[config.mk]
export PLATFORM = sky130hd
export DESIGN_NAME = multi_qubit_measure_unit
export DESIGN_NICKNAME = d
export VERILOG_FILES = /design/src/rtl/qc_fixed_pkg.sv /design/src/rtl/lsb_priority_enc.sv /design/src/rtl/multi_qubit_measure_unit.sv
export SDC_FILE = /design/constraint.sdc
export NUM_CORES = 1
export LEC_CHECK = 0
export ABC_AREA = 0
export CAP_MARGIN = 20
export CORE_ASPECT_RATIO = 0.5
export CORE_UTILIZATION = 44
export DETAILED_ROUTE_END_ITERATION = 8
export GPL_ROUTABILITY_DRIVEN = 0
export GPL_TIMING_DRIVEN = 0
export HOLD_SLACK_MARGIN = 0.06
export PLACE_DENSITY = 0.93
export SKIP_CTS_REPAIR_TIMING = 1
export SLEW_MARGIN = 0
export SYNTH_ARGS = -nofsm -noshare
export SYNTH_HDL_FRONTEND = slang
export SYNTH_SLANG_ARGS = --single-unit
[constraint.sdc]
create_clock -name clk -period 4.77 [get_ports clk]
set_input_delay 0.477 -clock clk [delete_from_list [all_inputs] [get_ports clk]]
set_output_delay 0.477 -clock clk [all_outputs]
set_load 0.01 [all_outputs]
[src/rtl/qc_fixed_pkg.sv]
// Shared Q15.16 fixed-point constants and measurement-controller state encoding.
package qc_fixed_pkg;

    localparam int DATA_W = 32;
    localparam int FRAC_W = 16;

    localparam logic [DATA_W-1:0] ONE  = 32'h0001_0000;
    localparam logic [DATA_W-1:0] ZERO = '0;

    typedef enum logic [1:0] {
        IDLE,
        MEASURE,
        NEXT_SHOT,
        DONE
    } meas_state_t;

endpackage

[src/rtl/lsb_priority_enc.sv]
// Combinational priority encoder: index of the lowest set request bit plus an any-set flag.
module lsb_priority_enc #(
    parameter int WIDTH = 4,
    parameter int IDX_W = (WIDTH > 1) ? $clog2(WIDTH) : 1
) (
    input  logic [WIDTH-1:0] req,
    output logic [IDX_W-1:0] idx,
    output logic             any_set
);

    always_comb begin
        idx     = '0;
        any_set = 1'b0;
        for (int unsigned i = 0; i < WIDTH; i++) begin
            if (req[i] && !any_set) begin
                idx     = IDX_W'(i);
                any_set = 1'b1;
            end
        end
    end

endmodule

[src/rtl/multi_qubit_measure_unit.sv]
// Multi-shot measurement of masked qubits: one random word per measurement,
// collapse write-back to state storage and per-qubit saturating '1' counts.
module multi_qubit_measure_unit #(
    parameter int NUM_QUBITS = 4,
    parameter int DATA_W     = 32,
    parameter int FRAC_W     = 16,
    parameter int CNT_W      = 16
) (
    input  logic                         clk,
    input  logic                         reset,
    input  logic                         start,
    input  logic [NUM_QUBITS-1:0]        qubit_mask,
    input  logic [CNT_W-1:0]             shots,
    input  logic [NUM_QUBITS*DATA_W-1:0] prob_0_flat,
    input  logic [DATA_W-1:0]            rand_val,
    input  logic                         rand_valid,
    output logic                         rand_ready,
    output logic                         busy,
    output logic                         done,
    output logic [NUM_QUBITS-1:0]        collapse_we,
    output logic [DATA_W-1:0]            new_alpha,
    output logic [DATA_W-1:0]            new_beta,
    output logic [NUM_QUBITS-1:0]        result_bits,
    output logic [NUM_QUBITS*CNT_W-1:0]  ones_count_flat
);

    import qc_fixed_pkg::*;

    localparam int IDX_W = (NUM_QUBITS > 1) ? $clog2(NUM_QUBITS) : 1;
    localparam logic [DATA_W-1:0] UNIT_ONE = DATA_W'(1) << FRAC_W;

    meas_state_t             state_q, state_d;
    logic [NUM_QUBITS-1:0]   mask_q, mask_d;
    logic [NUM_QUBITS-1:0]   remaining_q, remaining_d;
    logic [CNT_W-1:0]        shots_q, shots_d;
    logic [CNT_W-1:0]        shot_cnt_q, shot_cnt_d;
    logic [NUM_QUBITS-1:0]   collapse_we_q, collapse_we_d;
    logic [NUM_QUBITS-1:0]   result_bits_q, result_bits_d;
    logic [DATA_W-1:0]       new_alpha_q, new_alpha_d;
    logic [DATA_W-1:0]       new_beta_q, new_beta_d;
    logic [CNT_W-1:0]        ones_count_q [NUM_QUBITS];
    logic [CNT_W-1:0]        ones_count_d [NUM_QUBITS];

    logic [IDX_W-1:0]        tgt_idx;
    logic                    tgt_any;
    logic [NUM_QUBITS-1:0]   tgt_onehot;
    logic [DATA_W-1:0]       p0_sel;
    logic [DATA_W-1:0]       rand_frac;
    logic                    meas_bit;
    logic                    unused_rand_int;

    assign unused_rand_int = ^rand_val[DATA_W-1:FRAC_W];

    lsb_priority_enc #(
        .WIDTH (NUM_QUBITS),
        .IDX_W (IDX_W)
    ) u_enc (
        .req     (remaining_q),
        .idx     (tgt_idx),
        .any_set (tgt_any)
    );

    // Only the fraction of the random word is used; a negative p0 always yields '1'.
    always_comb begin
        tgt_onehot = '0;
        p0_sel     = '0;
        for (int unsigned i = 0; i < NUM_QUBITS; i++) begin
            if (IDX_W'(i) == tgt_idx) begin
                tgt_onehot[i] = 1'b1;
                p0_sel        = prob_0_flat[i*DATA_W +: DATA_W];
            end
        end
        rand_frac = {{(DATA_W-FRAC_W){1'b0}}, rand_val[FRAC_W-1:0]};
        meas_bit  = p0_sel[DATA_W-1] | ~(rand_frac < p0_sel);
    end

    always_comb begin
        state_d       = state_q;
        mask_d        = mask_q;
        remaining_d   = remaining_q;
        shots_d       = shots_q;
        shot_cnt_d    = shot_cnt_q;
        collapse_we_d = '0;
        result_bits_d = result_bits_q;
        new_alpha_d   = new_alpha_q;
        new_beta_d    = new_beta_q;
        ones_count_d  = ones_count_q;
        rand_ready    = 1'b0;

        unique case (state_q)
            IDLE: begin
                if (start) begin
                    mask_d      = qubit_mask;
                    shots_d     = shots;
                    remaining_d = qubit_mask;
                    shot_cnt_d  = '0;
                    for (int unsigned i = 0; i < NUM_QUBITS; i++) begin
                        ones_count_d[i] = '0;
                    end
                    state_d = (shots == '0 || qubit_mask == '0) ? DONE : MEASURE;
                end
            end
            MEASURE: begin
                rand_ready = 1'b1;
                if (rand_valid && tgt_any) begin
                    collapse_we_d = tgt_onehot;
                    new_alpha_d   = meas_bit ? '0 : UNIT_ONE;
                    new_beta_d    = meas_bit ? UNIT_ONE : '0;
                    for (int unsigned i = 0; i < NUM_QUBITS; i++) begin
                        if (tgt_onehot[i]) begin
                            result_bits_d[i] = meas_bit;
                            if (meas_bit && ones_count_q[i] != '1) begin
                                ones_count_d[i] = ones_count_q[i] + 1'b1;
                            end
                        end
                    end
                    remaining_d = remaining_q & ~tgt_onehot;
                    if (remaining_d == '0) begin
                        state_d = NEXT_SHOT;
                    end
                end
            end
            NEXT_SHOT: begin
                shot_cnt_d = shot_cnt_q + 1'b1;
                if (shot_cnt_d == shots_q) begin
                    state_d = DONE;
                end else begin
                    remaining_d = mask_q;
                    state_d     = MEASURE;
                end
            end
            DONE: begin
                state_d = IDLE;
            end
            default: begin
                state_d = IDLE;
            end
        endcase
    end

    always_ff @(posedge clk or posedge reset) begin
        if (reset) begin
            state_q       <= IDLE;
            mask_q        <= '0;
            remaining_q   <= '0;
            shots_q       <= '0;
            shot_cnt_q    <= '0;
            collapse_we_q <= '0;
            result_bits_q <= '0;
            new_alpha_q   <= UNIT_ONE;
            new_beta_q    <= '0;
            for (int unsigned i = 0; i < NUM_QUBITS; i++) begin
                ones_count_q[i] <= '0;
            end
        end else begin
            state_q       <= state_d;
            mask_q        <= mask_d;
            remaining_q   <= remaining_d;
            shots_q       <= shots_d;
            shot_cnt_q    <= shot_cnt_d;
            collapse_we_q <= collapse_we_d;
            result_bits_q <= result_bits_d;
            new_alpha_q   <= new_alpha_d;
            new_beta_q    <= new_beta_d;
            ones_count_q  <= ones_count_d;
        end
    end

    assign busy        = (state_q != IDLE);
    assign done        = (state_q == DONE);
    assign collapse_we = collapse_we_q;
    assign new_alpha   = new_alpha_q;
    assign new_beta    = new_beta_q;
    assign result_bits = result_bits_q;

    always_comb begin
        ones_count_flat = '0;
        for (int unsigned i = 0; i < NUM_QUBITS; i++) begin
            ones_count_flat[i*CNT_W +: CNT_W] = ones_count_q[i];
        end
    end

endmodule

==> run summary, run 1 <==
OUTCOME
---------------------------------------------------------------------------------------
Run status ............................................................... finished clean

CLOCK NETWORK
---------------------------------------------------------------------------------------
Clock Pin Slew Worst Setup and Hold Paths ................................        60 ps
Number of CTS-inserted buffers ...........................................           17
Clock tree from TritonCTS ................................................        built
Buffers from clock root to sink, at most .................................            2
Number of clock sinks ....................................................          116
Root buffer selected by CTS ..............................................    clkbuf_16
Clock insertion delay at the later pin of the skew report ................       420 ps
Count of H-tree levels built during CTS ..................................            4

SETUP PATH
---------------------------------------------------------------------------------------
Reg2Reg Capture Point .................................................... ones_count_flat[13]
Critical Path Sink Type ..................................................     register
CP required ..............................................................      5130 ps
Path type of the worst setup path ........................................ register to register
Arrival time worst endpoint ..............................................      4870 ps
Crit start category ......................................................     register
Critical Path Source ..................................................... remaining_q[2]
Reg-to-reg slack, setup ..................................................       260 ps
Biggest fanout along the worst timing path ...............................           10
Worst Reg2Reg Path Length in Cells .......................................           17
Capturing instance or port of the critical path .......................... ones_count_flat[13]
Startpoint of the worst-slack reg-to-reg timing path ..................... remaining_q[2]

GLOBAL ROUTE
---------------------------------------------------------------------------------------
Routing usage on met1 ....................................................        37.1%
GRT Total Usage ..........................................................        30.0%
Remaining Overflow, GRT ..................................................            0
Largest net degree at the start of global routing ........................           69
Via count of the first global-routing pass ...............................         8357
GR Util met3 .............................................................        5.59%
Busiest layer in global routing ..........................................         met2
Global routing met2 resource utilization .................................        50.0%
First-pass GRT wire length ...............................................     43700 um
Number of antenna violations at the first check in global routing ........            0

STA
---------------------------------------------------------------------------------------
Fin crit share ...........................................................        94.6%
Pins Over Slew Limit .....................................................            0
Worst hold margin ........................................................       462 ps
Fin. Hold Viols ..........................................................            0
Setup repair after global routing missed its margin ......................           no
Slew @ Worst Pin .........................................................       981 ps
Min Tclk post-route ......................................................      4510 ps
Slew margin rel. .........................................................        33.9%
Max Fclk .................................................................      222 MHz
Final setup violation count ..............................................            0
Post-route worst setup slack .............................................       257 ps
Final clock skew .........................................................      6.89 ps

FINAL LAYOUT
---------------------------------------------------------------------------------------
Area added between synthesis and finish ..................................        45.6%
Proportion of layout cells with a drive suffix above 1 ...................        12.1%
Antenna diode instance count .............................................            0
Number of fill cells .....................................................         1277
Storage element area .....................................................     2900 um2
Combined area of the multi-input logic cells .............................     4500 um2
Final core area utilization ..............................................        65.8%
NumNets Final ............................................................         1434

SYNTHESIS
---------------------------------------------------------------------------------------
Main flop type after synthesis ...........................................      dfrtp_1
Number of synthesized register bits ......................................          116
Cells after Synth ........................................................          900
Share of synthesized flip-flops with an asynchronous set or reset ........         100%
Proportion of synthesized chip area in sequential cells ..................        36.9%
Synthesis warning total ..................................................            0
Synth unique cells .......................................................           73
Total standard cell area after synthesis .................................     7880 um2
Number of enable-type register cells in the synthesized netlist ..........            0
Post-Syn Area per Cell ...................................................     8.75 um2

ROUTE
---------------------------------------------------------------------------------------
Wire length per cell .....................................................      18.8 um
Number of violations reported at the end of detailed-routing iteration 0 .          921
Post-route DRC ...........................................................            0
Via-to-Cell Ratio ........................................................         5.78
Total via count after detailed routing ...................................         8503
Routed Wire Length .......................................................     27700 um
Remaining number of nets flagged by the antenna check after routing ......            0
Initial DRT Pass Iterations ..............................................            9

PWR
---------------------------------------------------------------------------------------
Power per unit of standard cell area .....................................   223 nW/um2
Final total power ........................................................      2.55 mW
Maximum ir drop on the vdd rail ..........................................   0.000229 V
P_leak ...................................................................      5.03 nW

MIN PATH
---------------------------------------------------------------------------------------
Hold Crit Class .......................................................... input pin to asynchronous set/reset pin

FLOORPLAN
---------------------------------------------------------------------------------------
Initial Utilization ......................................................        45.2%
Count of standard-cell rows ..............................................           34
Die Y-Extent .............................................................      96.6 um
Die area .................................................................    18500 um2
Core Area ................................................................    17400 um2
Top-level port count .....................................................          323
DIE WIDTH ................................................................       191 um

RUN
---------------------------------------------------------------------------------------
Number of max-cap violations .............................................            0

PLACED DESIGN
---------------------------------------------------------------------------------------
Port buffer count ........................................................          244
Pre-CTS setup slack ......................................................      -186 ps
Placed wire-length estimate after detailed placement .....................     20500 um

-- where the power goes --
group / switching [mW] / leakage, nW / internal, mW
Combinational: 0.111 / 3.18 / 0.180
Sequential: 0 / 1.57 / 0.985
Clock: 0.486 / 0.273 / 0.791
Total: 0.597 / 5.03 / 1.96
-- per-stage QoR --
step | area [um2] | instances | TNS [ps]
6_report | 11500 | 1471 | 0
5_1_grt | 11500 | 1471 | 0
4_1_cts | 11500 | 1472 | -1710
3_5_place_dp | 10900 | 1440 | -1350
3_3_place_gp | 10800 | 1439 | -49560
2_1_floorplan | 8110 | 961 | 0
-- synth_stat cells (3+ instances only) --
cell / n / area (um2)
nor3_1: 16 / 80.1
o21ai_1: 17 / 85.1
and3_1: 25 / 156
mux2i_1: 21 / 210
buf_4: 64 / 480
ha_1: 26 / 325
dfrtp_1: 115 / 2880
nand2_1: 72 / 270
a31o_1: 3 / 26.3
nand2b_1: 9 / 56.3
a32oi_1: 4 / 35.0
inv_1: 11 / 41.3
and4_1: 9 / 78.8
buf_2: 9 / 45.0
nand3_1: 48 / 240
a21o_1: 5 / 37.5
or4_1: 14 / 105
a31oi_1: 8 / 50.1
and2_1: 5 / 31.3
a21oi_1: 49 / 245
a22o_1: 3 / 26.3
o221ai_1: 5 / 43.8
o21ai_0: 37 / 185
clkbuf_1: 30 / 113
a211oi_1: 17 / 128
nor4_1: 24 / 150
mux2_2: 25 / 282
xnor2_1: 27 / 236
nor2_1: 79 / 297
o21a_1: 3 / 22.5
xor2_1: 14 / 123
o211ai_1: 10 / 75.1
buf_1: 6 / 22.5
nand4_1: 16 / 100
or3_1: 18 / 113
o31ai_1: 11 / 82.6
-- registers in the layout, indices dropped and copies added, names as in the netlist --
name             cells
ones_count_flat     64
shot_cnt_q          16
shots_q             16
collapse_we          4
mask_q               4
remaining_q          4
result_bits          4
state_q              2
new_alpha            1
new_beta             1
-- cells by family after synthesis --
logic type               count (synthesis)  synth area share (%)
AND/OR/NAND/NOR                        354                  23.4
adder cells (fa/ha/maj)                 26                  4.13
other                                    1                0.0476
XOR/XNOR                                41                  4.56
multiplexers                            46                  6.24
flip-flops                             116                  36.9
buffers and inverters                  121                  8.96
AO/OA/AOI/OAI                          195                  15.8
-- worst max-delay path: stages, from the launching register on --
cell	delay, ps
dfrtp_1	360
buf_4	160
nor2_1	240
and3_1	310
clkbuf_2	270
clkbuf_1	350
a21oi_1	150
ha_1	310
a21o_1	160
a221o_1	340
a221oi_2	340
o31ai_2	150
a21bo_2	290
a21oi_2	250
buf_2	250
clkbuf_2	270
o211ai_1	140
nand2_1	110
-- cell usage in the layout, fill, tap and decap left out, types with 16 or more instances in the layout --
| cell type | n |
|---|---|
| nand3_1 | 48 |
| clkdlybuf4s50_1 | 244 |
| a211oi_1 | 17 |
| nor4_1 | 24 |
| ha_1 | 26 |
| xnor2_1 | 27 |
| clkbuf_1 | 27 |
| o21ai_1 | 17 |
| dfrtp_1 | 115 |
| nand2_1 | 72 |
| a21oi_1 | 49 |
| o21ai_0 | 37 |
| buf_4 | 64 |
| nand4_1 | 16 |
| mux2_2 | 25 |
| and3_1 | 25 |
| clkbuf_16 | 17 |
| conb_1 | 62 |
| nor2_1 | 79 |
| nor3_1 | 16 |
| mux2i_1 | 21 |
| or3_1 | 18 |
-- area by class of cell --
| cell class | count | share of cell area (%) |
|---|---|---|
| plain buffers | 108 | 5.77 |
| clock buffers | 19 | 3.95 |
| clock inverters | 13 | 1.17 |
| inverters | 12 | 0.436 |
| multi-input cells | 724 | 39.3 |
| flip-flops and latches | 116 | 25.3 |
| well taps | 234 | 2.55 |
| repair buffers | 245 | 21.5 |
-- metal layers --
| metal | wire, um | part of all wire (%) |
|---|---|---|
| met5 | 0 | 0 |
| met4 | 1340 | 4.8 |
| met3 | 2340 | 8.4 |
| met2 | 13300 | 48 |
| met1 | 10800 | 39 |
-- how the worst min path moves through the flow --
stage,end,from,cells past startpoint
after floorplan,mask_q[0],mask_q[0],2
after global placement,mask_q[0],mask_q[0],2
after detailed placement,mask_q[0],mask_q[0],2
after CTS,ones_count_flat[0],reset,2
after global routing,ones_count_flat[12],reset,2
final,ones_count_flat[12],reset,2
Note: power is estimated with default switching activity, not from simulation.
==> run 2, diff against run 1 <==
--- a/config.mk
+++ b/config.mk
@@ -14,6 +14,7 @@
 export GPL_TIMING_DRIVEN = 0
 export HOLD_SLACK_MARGIN = 0.06
 export PLACE_DENSITY = 0.93
+export RECOVER_POWER = 25
 export SKIP_CTS_REPAIR_TIMING = 1
 export SLEW_MARGIN = 0
 export SYNTH_ARGS = -nofsm -noshare
==> run 2 against run 1 <==
Net effect: the flow now finishes with violations (capacitance limit, slew limit); core utilization fell by 0.15 points; wire length rose by 0.14%; sequential power barely moved.
==> run summary, run 2 (synthesis results as in run 1) <==
ROUTE
---------------------------------------------------------------------------------------
Post-route DRC ...........................................................            0
Routed Wire Length .......................................................     27800 um
Remaining number of nets flagged by the antenna check after routing ......            0
Number of violations reported at the end of detailed-routing iteration 0 .          879
Wire length per cell .....................................................      18.9 um
Via-to-Cell Ratio ........................................................         5.81
Total via count after detailed routing ...................................         8551
Initial DRT Pass Iterations ..............................................            6

SETUP PATH
---------------------------------------------------------------------------------------
Reg2Reg Capture Point .................................................... ones_count_flat[6]
Crit start category ......................................................     register
Critical Path Sink Type ..................................................     register
Capturing instance or port of the critical path .......................... ones_count_flat[6]
Reg-to-reg slack, setup ..................................................       270 ps
CP required ..............................................................      5110 ps
Path type of the worst setup path ........................................ register to register
Critical Path Source ..................................................... remaining_q[2]
Biggest fanout along the worst timing path ...............................           10
Worst Reg2Reg Path Length in Cells .......................................           17
Arrival time worst endpoint ..............................................      4840 ps
Startpoint of the worst-slack reg-to-reg timing path ..................... remaining_q[2]

RUN
---------------------------------------------------------------------------------------
Number of max-cap violations .............................................            2

FINAL LAYOUT
---------------------------------------------------------------------------------------
Area added between synthesis and finish ..................................        45.2%
Storage element area .....................................................     2900 um2
Combined area of the multi-input logic cells .............................     4500 um2
Proportion of layout cells with a drive suffix above 1 ...................        12.1%
Number of fill cells .....................................................         1282
NumNets Final ............................................................         1434
Most common library cell in the layout ignoring fill and taps ............ clkdlybuf4s50_1
Top library cells by usage in the layout, fill and taps aside ............ 243 x clkdlybuf4s50_1, 115 x dfrtp_1, 79 x nor2_1
Non-Filler Instances .....................................................         1471
Max FFs per register .....................................................           64
Antenna diode instance count .............................................            0

STA
---------------------------------------------------------------------------------------
Fin crit share ...........................................................        94.3%
Setup repair after global routing missed its margin ......................           no
Slew margin rel. .........................................................       -45.7%
Total negative setup slack ...............................................         0 ps
Max Fclk .................................................................      222 MHz
Pins Over Slew Limit .....................................................          119
Min Tclk post-route ......................................................      4500 ps
Fin. Hold Viols ..........................................................            0
Slew @ Worst Pin .........................................................      2170 ps
Final setup violation count ..............................................            0
Final clock skew .........................................................      8.16 ps

PWR
---------------------------------------------------------------------------------------
Switching fraction of total power ........................................        23.3%
P_leak ...................................................................      5.02 nW
Share of total power in combinational logic ..............................        11.3%
Clock Power Share ........................................................        50.0%
Power per unit of standard cell area .....................................   223 nW/um2
Net Sw Power .............................................................       594 uW
Maximum ir drop on the vdd rail ..........................................   0.000226 V
Cell-internal power ......................................................      1.95 mW
Sequential power share ...................................................        38.6%

PLACED DESIGN
---------------------------------------------------------------------------------------
Placed wire-length estimate after detailed placement .....................     20500 um
Port buffer count ........................................................          244
# placed instances .......................................................         1440

CLOCK NETWORK
---------------------------------------------------------------------------------------
Clock Pin Slew Worst Setup and Hold Paths ................................        60 ps
Count of H-tree levels built during CTS ..................................            4
Buffers from clock root to sink, at most .................................            2
Root buffer selected by CTS ..............................................    clkbuf_16
Number of clock sinks ....................................................          116
Clock tree from TritonCTS ................................................        built
Number of CTS-inserted buffers ...........................................           17
Clock insertion delay at the later pin of the skew report ................       420 ps

GLOBAL ROUTE
---------------------------------------------------------------------------------------
Remaining Overflow, GRT ..................................................            0
First-pass GRT wire length ...............................................     43700 um
GRT Total Usage ..........................................................        30.0%
Via count of the first global-routing pass ...............................         8357
Largest net degree at the start of global routing ........................           69
Number of antenna violations at the first check in global routing ........            0

FLOORPLAN
---------------------------------------------------------------------------------------
Die Y-Extent .............................................................      96.6 um
Initial Utilization ......................................................        45.2%
Count of standard-cell rows ..............................................           34
Top-level port count .....................................................          323
DIE WIDTH ................................................................       191 um
Die area .................................................................    18500 um2
Core Area ................................................................    17400 um2

MIN PATH
---------------------------------------------------------------------------------------
Worst hold path depth ....................................................            2
Hold Crit Class .......................................................... register to register

OUTCOME
---------------------------------------------------------------------------------------
Violations in the final reports .......................................... capacitance limit, slew limit
Run status ............................................................... finished, violations left

run 2: worst min path at each step:
stage	from	endpoint	slack [ps]
final	mask_q[0]	mask_q[0]	480
after CTS	reset	ones_count_flat[0]	480
after floorplan	mask_q[0]	mask_q[0]	450
after global placement	mask_q[0]	mask_q[0]	470
after detailed placement	mask_q[0]	mask_q[0]	480
after global routing	new_alpha[16]	new_alpha[16]	520
run 2: power groups by stage:
stage / sequential [mW] / combinational [mW] / clock [mW]
floorplan: 1.00 / 0.116 / 0
global placement: 1.00 / 0.276 / 0
detailed placement: 1.00 / 0.285 / 0
CTS: 0.985 / 0.288 / 1.28
global route: 0.984 / 0.312 / 1.33
finish: 0.985 / 0.289 / 1.27
run 2: area by class of cell:
cell class / count / area share, %
Buffer: 108 / 5.78
Tap cell: 234 / 2.56
Timing Repair Buffer: 245 / 21.4
Clock inverter: 13 / 1.17
Multi-Input combinational cell: 724 / 39.4
Sequential cell: 116 / 25.4
Clock buffer: 19 / 3.96
Inverter: 12 / 0.405
run 2: per-layer routing:
layer | global-route usage [%] | share of wire [%] | vias up
li1 | - | - | 3829
met1 | 37.1 | 39 | 4047
met2 | 50.0 | 48 | 546
met3 | 5.59 | 7.9 | 129
met4 | 15.8 | 5.0 | 0
met5 | 0 | 0 | -
run 2: per-stage QoR:
stage | hold slack [ps] | area, um2 | power [mW] | setup slack, ps | utilization (%)
2_1_floorplan | 450 | 8110 | 1.12 | 857 | -
3_3_place_gp | 465 | 10800 | 1.28 | -435 | 62.2
3_5_place_dp | 481 | 10900 | 1.29 | -186 | 62.4
4_1_cts | 482 | 11500 | 2.55 | -228 | 65.7
5_1_grt | 525 | 11400 | 2.63 | 15.5 | 65.6
6_report | 481 | 11400 | 2.55 | 273 | 65.6
run 2: critical path: stages (launching register included):
cell and delay, ps:
dfrtp_1 360, buf_4 160, nor2_1 240, and3_1 320, clkbuf_2 270, clkbuf_1 350, a21oi_1 150, ha_1 310
a21o_1 160, a221o_1 340, a221oi_2 340, o31ai_2 150, a21bo_2 290, a21oi_2 250, buf_2 250, clkbuf_2 260
nand2_1 110, nand3_1 120
